$ cat src/rtl/ps2_key_filter.sv
// ps2_key_filter: PS/2 keyboard front end. It conditions the raw pins and
// receives 11-bit frames. It strips the E0/F0 prefixes and emits one make-code
// strobe per key press in the iVGA_CLK domain.
module ps2_key_filter #(
    parameter int FILTER_DEPTH   = 4,
    parameter int TIMEOUT_CYCLES = 50000,
    parameter bit ONE_SHOT       = 1'b1
) (
    input  logic       iVGA_CLK,
    input  logic       reset,
    input  logic       ps2_clk,
    input  logic       ps2_data,
    output logic [7:0] key_in,
    output logic       key_en,
    output logic       parity_err
);

    localparam int WD_W = $clog2(TIMEOUT_CYCLES + 1);

    typedef enum logic [1:0] {RX_IDLE, RX_DATA, RX_PARITY, RX_STOP} rx_state_t;

    logic [1:0]              clk_sync, dat_sync;
    logic [FILTER_DEPTH-1:0] filt_sr;
    logic                    filt_lvl;
    logic                    fall, data_bit;
    rx_state_t               state, state_nxt;
    logic [2:0]              bitcnt;
    logic [7:0]              shreg;
    logic                    par_bit;
    logic [WD_W-1:0]         wd_cnt;
    logic                    timeout, frame_done, frame_ok;
    logic                    byte_vld;
    logic                    brk;
    logic                    held_vld;
    logic [7:0]              held;
    logic                    ignored;

    // Two-flop synchronisers; reset to the idle-high line level.
    always_ff @(posedge iVGA_CLK or posedge reset) begin
        if (reset) begin
            clk_sync <= 2'b11;
            dat_sync <= 2'b11;
        end else begin
            clk_sync <= {clk_sync[0], ps2_clk};
            dat_sync <= {dat_sync[0], ps2_data};
        end
    end

    // Glitch filter: the level moves only when every tap agrees.
    always_ff @(posedge iVGA_CLK or posedge reset) begin
        if (reset) begin
            filt_sr  <= '1;
            filt_lvl <= 1'b1;
        end else begin
            filt_sr <= {filt_sr[FILTER_DEPTH-2:0], clk_sync[1]};
            if (&filt_sr)
                filt_lvl <= 1'b1;
            else if (~|filt_sr)
                filt_lvl <= 1'b0;
        end
    end

    // Falling edge is the cycle the taps first agree on low; high for one cycle.
    assign fall       = filt_lvl & ~|filt_sr;
    assign data_bit   = dat_sync[1];
    assign timeout    = (state != RX_IDLE) && !fall && (wd_cnt == WD_W'(TIMEOUT_CYCLES - 1));
    assign frame_done = fall && (state == RX_STOP);
    assign frame_ok   = (^{shreg, par_bit}) && data_bit;

    // Receive FSM state register.
    always_ff @(posedge iVGA_CLK or posedge reset) begin
        if (reset)
            state <= RX_IDLE;
        else
            state <= state_nxt;
    end

    // Next state: advance on each fall; an idle watchdog abandons the frame, but fall wins.
    always_comb begin
        state_nxt = state;
        if (fall) begin
            case (state)
                RX_IDLE:   if (!data_bit) state_nxt = RX_DATA;
                RX_DATA:   if (bitcnt == 3'd7) state_nxt = RX_PARITY;
                RX_PARITY: state_nxt = RX_STOP;
                RX_STOP:   state_nxt = RX_IDLE;
                default:   state_nxt = RX_IDLE;
            endcase
        end else if (timeout) begin
            state_nxt = RX_IDLE;
        end
    end

    // Receive datapath: shift LSB first, capture parity, run the watchdog, flag the frame.
    always_ff @(posedge iVGA_CLK or posedge reset) begin
        if (reset) begin
            bitcnt     <= 3'd0;
            shreg      <= 8'h00;
            par_bit    <= 1'b0;
            wd_cnt     <= '0;
            byte_vld   <= 1'b0;
            parity_err <= 1'b0;
        end else begin
            if (fall) begin
                case (state)
                    RX_IDLE: bitcnt <= 3'd0;
                    RX_DATA: begin
                        shreg  <= {data_bit, shreg[7:1]};
                        bitcnt <= bitcnt + 3'd1;
                    end
                    RX_PARITY: par_bit <= data_bit;
                    default: ;
                endcase
            end
            if (state == RX_IDLE || fall)
                wd_cnt <= '0;
            else if (!timeout)
                wd_cnt <= wd_cnt + 1'b1;
            byte_vld   <= frame_done && frame_ok;
            parity_err <= frame_done && !frame_ok;
        end
    end

    assign ignored = (shreg == 8'hAA) || (shreg == 8'hFA) || (shreg == 8'hFE) ||
                     (shreg == 8'h00) || (shreg == 8'hFF);

    // Decode: the E0 prefix never changes the emitted code, so it is consumed without state.
    // F0 arms a release. The key being held is remembered so typematic repeats can be muted.
    always_ff @(posedge iVGA_CLK or posedge reset) begin
        if (reset) begin
            key_in   <= 8'h00;
            key_en   <= 1'b0;
            brk      <= 1'b0;
            held_vld <= 1'b0;
            held     <= 8'h00;
        end else begin
            key_en <= 1'b0;
            if (byte_vld) begin
                if (shreg == 8'hE0) begin
                    // prefix only
                end else if (shreg == 8'hF0) begin
                    brk <= 1'b1;
                end else if (ignored) begin
                    brk <= 1'b0;
                end else if (brk) begin
                    if (held_vld && shreg == held)
                        held_vld <= 1'b0;
                    brk <= 1'b0;
                end else begin
                    if (!(ONE_SHOT && held_vld && shreg == held)) begin
                        key_in <= shreg;
                        key_en <= 1'b1;
                    end
                    held     <= shreg;
                    held_vld <= 1'b1;
                    brk      <= 1'b0;
                end
            end
        end
    end

endmodule
$ cat config.mk
export PLATFORM = sky130hd
export DESIGN_NAME = ps2_key_filter
export DESIGN_NICKNAME = d
export VERILOG_FILES = /design/src/rtl/ps2_key_filter.sv
export SDC_FILE = /design/constraint.sdc
export NUM_CORES = 1
export LEC_CHECK = 0
export ABC_CLOCK_PERIOD_IN_PS = 3100
export BUFFER_PORTS_ARGS = -buffer_cell sky130_fd_sc_hd__buf_2
export CORE_MARGIN = 5
export CORE_UTILIZATION = 43
export CTS_BUF_LIST = sky130_fd_sc_hd__clkbuf_16
export CTS_CLUSTER_DIAMETER = 150
export DETAILED_ROUTE_END_ITERATION = 7
export SYNTH_ARGS = -nofsm -noshare
export SYNTH_HDL_FRONTEND = slang
export SYNTH_SLANG_ARGS = --single-unit
$ cat constraint.sdc
create_clock -name iVGA_CLK -period 3.1 [get_ports iVGA_CLK]
set_clock_uncertainty 0.15 [all_clocks]
set_input_delay 0.31 -clock iVGA_CLK [delete_from_list [all_inputs] [get_ports iVGA_CLK]]
set_output_delay 0.31 -clock iVGA_CLK [all_outputs]
set_load 0.005 [all_outputs]
==> results of run 1 <==
## flip-flops by register name, indices dropped and copies added, names as in the netlist
register	cells
bitcnt	3
brk	1
byte_vld	1
clk_sync	2
dat_sync	2
filt_lvl	1
filt_sr	4
held	8
held_vld	1
key_en	1
key_in	8
par_bit	1
parity_err	1
shreg	8
state	2
wd_cnt	16
## worst max-delay path by stage
stage	from	endpoint	slack, ps	cells past startpoint
finish	shreg[7]	key_in[4]	780	5
global route	shreg[7]	key_in[2]	640	5
CTS	shreg[7]	key_in[4]	780	5
detailed placement	shreg[7]	key_in[4]	810	5
global placement	shreg[7]	key_in[6]	850	5
floorplan	shreg[7]	key_in[0]	820	7
## critical path: stages, from the launching register on
cell and delay [ps]:
dfrtp_1 500, and3_4 250, o21a_4 220, nor4b_4 250, and2b_1 480, mux2_4 350
## layout make-up
type	count	area share (%)
tap	77	2.920
clock inverter	7	3.489
sequential	60	45.85
inverter	7	0.7964
multi-input combinational	152	36.78
clock buffer	9	6.826
timing repair buffer	18	3.337
## power by group through the flow
stage               logic [mW]  registers, mW  clock network, mW
finish                   0.346          0.939               1.12
global route             0.392          0.950               1.18
CTS                      0.355          0.936               1.14
detailed placement       0.351          0.949                  0
global placement         0.343          0.946                  0
floorplan                0.339          0.909                  0
## per-layer routing
layer  share of wire (%)  GRT usage [%]  vias to the layer above
met3                 3.4          3.058                       12
li1                    -              -                      827
met1                  49          16.12                      828
met2                  45          18.81                       25
met4                 3.0          8.068                        0
met5                   0              0                        -
## Yosys cell counts, types with 2 or more instances
master    count  area share (%)
buf_2         4            0.71
nor4bb_1      2            0.71
nand3_1       8             1.4
nand2_1      12             1.6
and3_1        8             1.8
mux2_2       17             6.8
nand4_1       5             1.1
dfrtp_1      51              45
a32o_1        2            0.71
clkbuf_1      6            0.80
xnor2_1      18             5.6
xor2_1       10             3.1
dfstp_2       9             8.4
nor3_1        2            0.35
and4_1        2            0.62
mux2_4        8             4.2
nor4_1        2            0.44
a21oi_1       2            0.35
ha_1          7             3.1
buf_6         3             1.2
nor2_1       24             3.2
inv_1         7            0.93
o21ai_0       5            0.88
## cells by family (layout without fill, tap and decap cells)
kind of cell / after synthesis / count (layout)
AND/OR/NAND/NOR: 73 / 73
flip-flops: 60 / 60
XOR/XNOR: 29 / 29
multiplexers: 26 / 26
buffers and inverters: 20 / 41
AO/OA/AOI/OAI: 17 / 17
adder cells (fa/ha/maj): 7 / 7
## stage by stage
step / cell area, sq um / setup slack [ps] / std cells / util, % / hold slack, ps
after floorplan: 2829 / 820.5 / 232 / - / 164.5
after global placement: 2929 / 845.1 / 311 / 45.87 / 183.9
after detailed placement: 2929 / 805.6 / 311 / 45.87 / 183.6
after CTS: 3299 / 783.0 / 330 / 51.67 / 205.4
after global routing: 3299 / 636.7 / 330 / 51.67 / 211.1
final: 3299 / 781.5 / 330 / 51.67 / 205.5
==> metrics.yaml, run 1 <==
global_route:
  antenna_found_initial: 0
  grt.total_usage_pct: 12.53
  grt_max_degree: 41
  grt_first_pass_wirelength_um: 8259
  overflow: 0
  grt_pass1_vias: 1749
layout:
  multiInputGateArea_sq_um: 1214
  final_layout_size_suffix_gt1_share_pct: 27.67
  nets: 259
  layout_commonest_cell: "dfrtp_1"
  final-seq-area_sq_um: 1513
  nFillCells: 547
  final_cell_mix: "51 x dfrtp_1, 24 x nor2_1, 18 x xnor2_1"
  area_growth_syn_to_layout_pct: 16.63
  antenna_cells: 0
placement:
  portBuffers: 13
  dpl.hpwl_um: 3119
  routabilityCongestion: 0.7638
die:
  die_x_um: 91.11
  rows: 29
  dieArea_sq_um: 8301
  die_y_um: 91.11
  io_pins: 14
  coreArea_sq_um: 6386
  initial_core_util_pct: 44.30
route:
  drt_first_pass_iters: 4
  routed_via_density: 5.127
  dr.first_iter.drc_count: 63
  vias: 1692
  wl_um: 4706
  ant_nets: 0
  wl_per_cell_um: 14.26
  drc: 0
timing:
  worstMarginPinSlew_ps: 629.1
  clock.fmax_mhz: 431.3
  finalSetupViolCount: 0
  hold_viol: 0
  timing.slew.headroom_pct: 58.06
  tns_ps: 0
  grt_setup_unrepaired: "false"
  slew_violations: 0
  fin_crit_sh_pct: 74.79
  period_needed_ps: 2319
pwr:
  power.share.switching_pct: 24.88
  pwr-share-clk_pct: 46.6
  power_frac_seq_pct: 39.0
  combPwrFrac_pct: 14.4
  power_mw: 2.406
  peakVddDrop_mv: 0.3619
  internal-power_mw: 1.807
  p_leak_nw: 1.577
  p_sw_mw: 0.5986
  power.density_nw_per_um2: 729.1
yosys:
  synth_flop_cell: "dfrtp_1"
  syn_inst: 232
  yosys.area_share.simple_pct: 13.89
  synth_fa_ha_area_share_pct: 3.096
  syn_nets: 243
  ys_warn_count: 0
  synth_cell_types: 41
  seq_area_frac_synth_pct: 53.47
  yosys-mux-area-fraction_pct: 11.37
  synth_edf_count: 0
  syn_avg_cell_area_sq_um: 12.19
  synth_area_sq_um: 2829
  ys_seq_elements: 60
  synth-xor-area-share_pct: 9.465
  synth_compound_area_share_pct: 5.086
  synth_top_family_by_area: "simple AND/OR/NAND/NOR gates"
  synthArstFlopShare_pct: 100.0
clocking:
  cts.sinks: 60
  clock_latency_ps: 330
  cts_max_path_buffers: 2
  htreeDepth: 3
  clk_pin_slew_worst_paths_ps: 50
  cts_tree: "built"
  root_buffer: "clkbuf_16"
  numCtsBuffers: 9
  holdBufCountCts: 3
  postCtsSetupBuffers: 0
  postCtsResizedCells: 0
flow_run:
  maxCapViolations: 0
critical_path:
  cp-end-kind: "flip-flop"
  crit_type: "flip-flop to flip-flop"
  reg2reg_setup_slack_ps: 780
  rr_endpoint: "key_in[4]"
  arrival_ps: 2380
  reg2regPathDepth: 5
  crit_fanout: 10
  start_kind: "flip-flop"
  regToRegStartpoint: "shreg[7]"
  cp_data_required_time_ps: 3160
min_path:
  whs_path_depth: 0
  min_path_type: "flip-flop to flip-flop"
  hold-path-endpoint: "dat_sync[1]"
  hp-start: "dat_sync[0]"
outcome:
  outcome: "finished, final reports clean"
Power figures use the tool's default switching activity.
==> inputs of run 2 (changes only) <==
Settings changed: ABC_AREA set to 1, ABC_CLOCK_PERIOD_IN_PS 3100 to 2050.
Clock period 3.1 ns to 2.05 ns, I/O delays scaled along.
==> metrics.yaml, run 2 <==
outcome:
  outcome: "finished, final reports clean"
placement:
  post_dp_cell_area_sq_um: 3128
  portBuffers: 13
  routabilityCongestion: 0.8250
  dpl.hpwl_um: 4097
global_route:
  grt.total_usage_pct: 15.27
  grt_first_pass_wirelength_um: 10410
  grt_pass1_vias: 2280
  antenna_found_initial: 0
  overflow: 0
  grt_max_degree: 50
clocking:
  cts.sinks: 60
  root_buffer: "clkbuf_16"
  cts_tree: "built"
  clock_latency_ps: 320
  postCtsSetupBuffers: 0
  numCtsBuffers: 9
  clk_pin_slew_worst_paths_ps: 50
  cts_max_path_buffers: 2
  htreeDepth: 3
timing:
  finalSetupViolCount: 0
  timing.slew.headroom_pct: 74.47
  fin_crit_sh_pct: 89.43
  grt_setup_unrepaired: "false"
  worstMarginPinSlew_ps: 383.0
  slew_violations: 0
  tns_ps: 0
  hold_viol: 0
  clock.fmax_mhz: 545.5
  period_needed_ps: 1833
  whs_ps: 205.3
die:
  die_x_um: 93.03
  die_y_um: 93.03
  dieArea_sq_um: 8654
  coreArea_sq_um: 6756
  initial_core_util_pct: 43.87
  rows: 30
  io_pins: 14
yosys:
  synth_commonest_cells: "123 x nand2_1, 51 x dfrtp_1, 44 x inv_1, 36 x nor2_1, 26 x nand3_1"
  yosys.area.top_type: "dfrtp_1"
  syn_inst: 375
  synth.most_common_cell: "nand2_1"
  ys_warn_count: 0
  synth_flop_cell: "dfrtp_1"
  ys_top_cells_by_area: "dfrtp_1 43%, nand2_1 16%, dfstp_2 8.0%, inv_1 5.6%, nor2_1 4.6%"
  syn_avg_cell_area_sq_um: 7.904
  syn_nets: 386
  synthArstFlopShare_pct: 100.0
  seq_area_frac_synth_pct: 51.03
  synth_edf_count: 0
  synth_cell_types: 29
  synth_top_area_share_pct: 43.06
  ys_seq_elements: 60
  synth_area_sq_um: 2964
route:
  vias: 2360
  wl_per_cell_um: 11.92
  dr.first_iter.drc_count: 44
  drc: 0
  routed_via_density: 4.876
  ant_nets: 0
  drt_first_pass_iters: 4
  wl_um: 5770
pwr:
  pwr-share-clk_pct: 50.7
  p_sw_mw: 0.5846
  power.density_nw_per_um2: 765.9
  combPwrFrac_pct: 2.7
  internal-power_mw: 2.040
  p_leak_nw: 1.754
  power_frac_seq_pct: 46.6
  power.share.switching_pct: 22.27
  peakVddDrop_mv: 0.4048
critical_path:
  reg2reg_setup_slack_ps: 220
  cp_slowest_cell: "dfrtp_1"
  crit_fanout: 4
  critPathTopFamily: "simple AND/OR/NAND/NOR gates"
  cp_common_cell: "nand2_1"
  crit_type: "flip-flop to flip-flop"
  start_kind: "flip-flop"
  path_buf_inv: 0
  arrival_ps: 1930
  cp_data_required_time_ps: 2150
  regToRegStartpoint: "wd_cnt[0]"
  cp-end-kind: "flip-flop"
  cp_cell_sequence: "ha_1 > nand2_1 > nor2_2 > nand2_1 > nor2_1 > nand2_1 > nor2_1 > nand2_1 > a21oi_1"
  slowest_delay_ps: 380
  reg2regPathDepth: 9
  rr_endpoint: "wd_cnt[12]"
layout:
  final_layout_size_suffix_gt1_share_pct: 13.86
  layout_commonest_cell: "nand2_1"
  area_growth_syn_to_layout_pct: 15.62
  nFillCells: 635
  multiInputGateArea_sq_um: 1224
  antenna_cells: 0
  nets: 410
  final-seq-area_sq_um: 1513
  utilization_pct: 50.72
  largest_reg_flops: 16
  regMostFlops: "wd_cnt"
  final_cell_mix: "123 x nand2_1, 51 x dfrtp_1, 43 x inv_1"
  post-route-cell-area_sq_um: 3427
min_path:
  min_path_type: "flip-flop to flip-flop"
  hp-start: "dat_sync[0]"
  whs_path_depth: 0
  hold-path-endpoint: "dat_sync[1]"
flow_run:
  maxCapViolations: 0
## run 2: cell types whose count changed after synthesis, moves of 9 or more
cell / delta
nand2_1: +111
inv_1: +37
nand3_1: +18
mux2_2: -17
o21ai_0: +17
xnor2_1: -17
nor2_1: +12
a21oi_1: +9
## run 2: worst register-to-register path: cells and delay by family, from the launching register on
family,cells,cell delay [ps]
flip-flops,1,380
AND/OR/NAND/NOR,7,920
AO/OA/AOI/OAI,1,140
adder cells (fa/ha/maj),1,180
## run 2: what timing repair did
item,4_1_cts,5_1_grt
hold endpoints to repair,13,0
hold buffers,3,0
resized for setup,0,0
## run 2: cell families after synthesis
logic type,count (synthesis),synth area share (%)
simple gates,208,29.84
buf+inv,54,7.682
flops,60,51.03
xor+xnor,3,0.8866
fa+ha+maj,7,2.955
compound gates,43,7.598
## run 2: area by class of cell
type	count	share of cell area, %
multi-input cells	261	35.71
repair buffers	22	4.454
well taps	80	2.921
clock inverters	7	1.278
inverters	45	4.929
clock buffers	9	6.572
flip-flops and latches	60	44.14
## run 2: routing by layer
metal  track usage (%)  wire length, um  up-vias
met4             7.692              107        0
met1             19.78             2838     1090
li1                  -                -     1232
met3             3.298              182        9
met2             24.12             2642       29
met5                 0                0        -
## run 2: how the worst max path moves through the flow
stage               startpoint         end  cells after the start
floorplan                reset   bitcnt[0]                      1
global placement     wd_cnt[0]  wd_cnt[12]                     10
detailed placement   wd_cnt[0]  wd_cnt[12]                      9
CTS                  wd_cnt[0]  wd_cnt[12]                      9
global route         wd_cnt[0]  wd_cnt[12]                     10
finish               wd_cnt[0]  wd_cnt[12]                      9
## run 2: power by group through the flow
stage          registers, mW  clock network [mW]  logic, mW
2_1_floorplan           1.24                   0     0.0460
3_3_place_gp            1.24                   0     0.0679
3_5_place_dp            1.24                   0     0.0684
4_1_cts                 1.22                1.37     0.0730
5_1_grt                 1.23                1.43     0.0837
6_report                1.22                1.33     0.0701
## run 2: through the flow
step	power [mW]	std cells	setup WS, ps
3_3_place_gp	1.311	465	243.9
3_5_place_dp	1.312	465	230.5
2_1_floorplan	1.285	375	225.2
6_report	2.625	484	216.7
5_1_grt	2.735	484	10.29
4_1_cts	2.666	484	211.7
==> inputs of run 3 (changes only) <==
Settings changed: ABC_AREA 1 to 0.
==> metrics.yaml, run 3 (same netlist as run 1, synthesis figures left out) <==
global_route:
  grt_pass1_vias: 1844
  grt_first_pass_wirelength_um: 8535
  grt_max_degree: 61
  antenna_found_initial: 0
  grt.total_usage_pct: 12.91
  overflow: 0
flow_run:
  maxCapViolations: 0
timing:
  hold_viol: 0
  worstMarginPinSlew_ps: 395.3
  timing.slew.headroom_pct: 73.58
  slew_violations: 0
  clock.fmax_mhz: 488.0
  finalSetupViolCount: 0
  tns_ps: 0
  grt_setup_unrepaired: "true"
  fin_crit_sh_pct: 99.96
  period_needed_ps: 2049
  whs_ps: 203.2
layout:
  final_layout_size_suffix_gt1_share_pct: 32.72
  final-seq-area_sq_um: 1513
  final_cell_mix: "51 x dfrtp_1, 24 x nor2_1, 20 x buf_4"
  antenna_cells: 0
  nFillCells: 548
  largest_reg_flops: 16
  area_growth_syn_to_layout_pct: 19.55
  multiInputGateArea_sq_um: 1226
  nets: 278
  regMostFlops: "wd_cnt"
  layout_commonest_cell: "dfrtp_1"
critical_path:
  cp-end-kind: "flip-flop"
  cp_slowest_cell: "dfrtp_1"
  arrival_ps: 2100
  start_kind: "flip-flop"
  crit_fanout: 9
  cp_cell_sequence: "or3_4 > a221oi_4 > nor4b_4 > and2b_4 > mux2_4"
  regToRegStartpoint: "shreg[2]"
  cp_data_required_time_ps: 2100
  startpoint: "shreg[2]"
  crit_type: "flip-flop to flip-flop"
  slowest_delay_ps: 410
die:
  initial_core_util_pct: 44.30
  rows: 29
  io_pins: 14
  die_y_um: 91.11
  dieArea_sq_um: 8301
  die_x_um: 91.11
  coreArea_sq_um: 6386
placement:
  routabilityCongestion: 0.7606
  dpl.hpwl_um: 3169
  portBuffers: 13
route:
  dr.first_iter.drc_count: 51
  wl_per_cell_um: 13.64
  drt_first_pass_iters: 4
  vias: 1719
  routed_via_density: 4.926
  wl_um: 4762
  drc: 0
  ant_nets: 0
outcome:
  outcome: "finished, final reports clean"
min_path:
  min_path_type: "flip-flop to flip-flop"
  hp-start: "dat_sync[0]"
clocking:
  cts_max_path_buffers: 2
  cts.sinks: 60
  htreeDepth: 3
  clk_pin_slew_worst_paths_ps: 50
  numCtsBuffers: 9
  clock_latency_ps: 320
  root_buffer: "clkbuf_16"
  cts_tree: "built"
pwr:
  power.density_nw_per_um2: 971.6
  peakVddDrop_mv: 0.9397
  p_leak_nw: 1.659
## run 3: cell count changes in the layout (fill, tap and decap cells not counted), moves of 9 or more
cell,change
nand2_1,-111
inv_1,-33
nand3_1,-18
mux2_2,+17
o21ai_0,-17
xnor2_1,+17
buf_4,+15
nor2_1,-12
a21oi_1,-9
## run 3: worst paths after layout
check | end | slack (ps) | cells after the start
max in group asynchronous | filt_lvl | 1100 | 4
setup / recovery | key_in[7] | 0.7 | 5
min in group asynchronous | wd_cnt[6] | 330 | 4
hold reg to reg | dat_sync[1] | 200 | 0
setup reg to reg | key_in[7] | 0.7 | 5
hold / removal | dat_sync[1] | 200 | 0
## run 3: what timing repair did
action	4_1_cts	5_1_grt
buffers inserted	0	0
hold buffers	3	0
hold endpoints to repair	53	0
resized for setup	2	2
pin swaps	0	1
setup endpoints to repair	8	9
## run 3: cell type report
| type | instances | share of cell area [%] |
|---|---|---|
| inverter | 7 | 0.7769 |
| clock inverter | 7 | 0.8879 |
| multi-input combinational | 152 | 36.26 |
| timing repair buffer | 37 | 7.843 |
| sequential | 60 | 44.73 |
| tap | 77 | 2.849 |
| clock buffer | 9 | 6.659 |
## run 3: power by group
| group | total [mW] | switching, mW | internal [mW] |
|---|---|---|---|
| clock | 1.27 | 0.478 | 0.790 |
| sequential | 1.39 | 0.0885 | 1.30 |
| combinational | 0.632 | 0.316 | 0.317 |
| total | 3.29 | 0.882 | 2.40 |
## run 3: metrics by stage
stage	cell area (sq um)	instances	power [mW]	util [%]	setup slack, ps
after floorplan	2829	232	1.887	-	-223.6
after global placement	3084	330	2.019	48.30	-73.58
after detailed placement	3084	330	2.031	48.30	-124.3
after CTS	3372	349	3.334	52.80	11.76
after global routing	3382	349	3.521	52.96	-56.16
final	3382	349	3.286	52.96	0.7336
## run 3: metal layers
metal	track usage, %	share of wire, %	vias to the layer above
met3	5.372	4.5	6
met1	15.63	46	824
met5	0	0	-
met4	4.768	1.6	0
met2	20.61	48	21
li1	-	-	868
## run 3: critical path: cells and delay by family (launching register included)
kind	cells	cell delay, ps
flip-flops	1	410
multiplexers	1	310
AND/OR/NAND/NOR	3	730
AO/OA/AOI/OAI	1	330
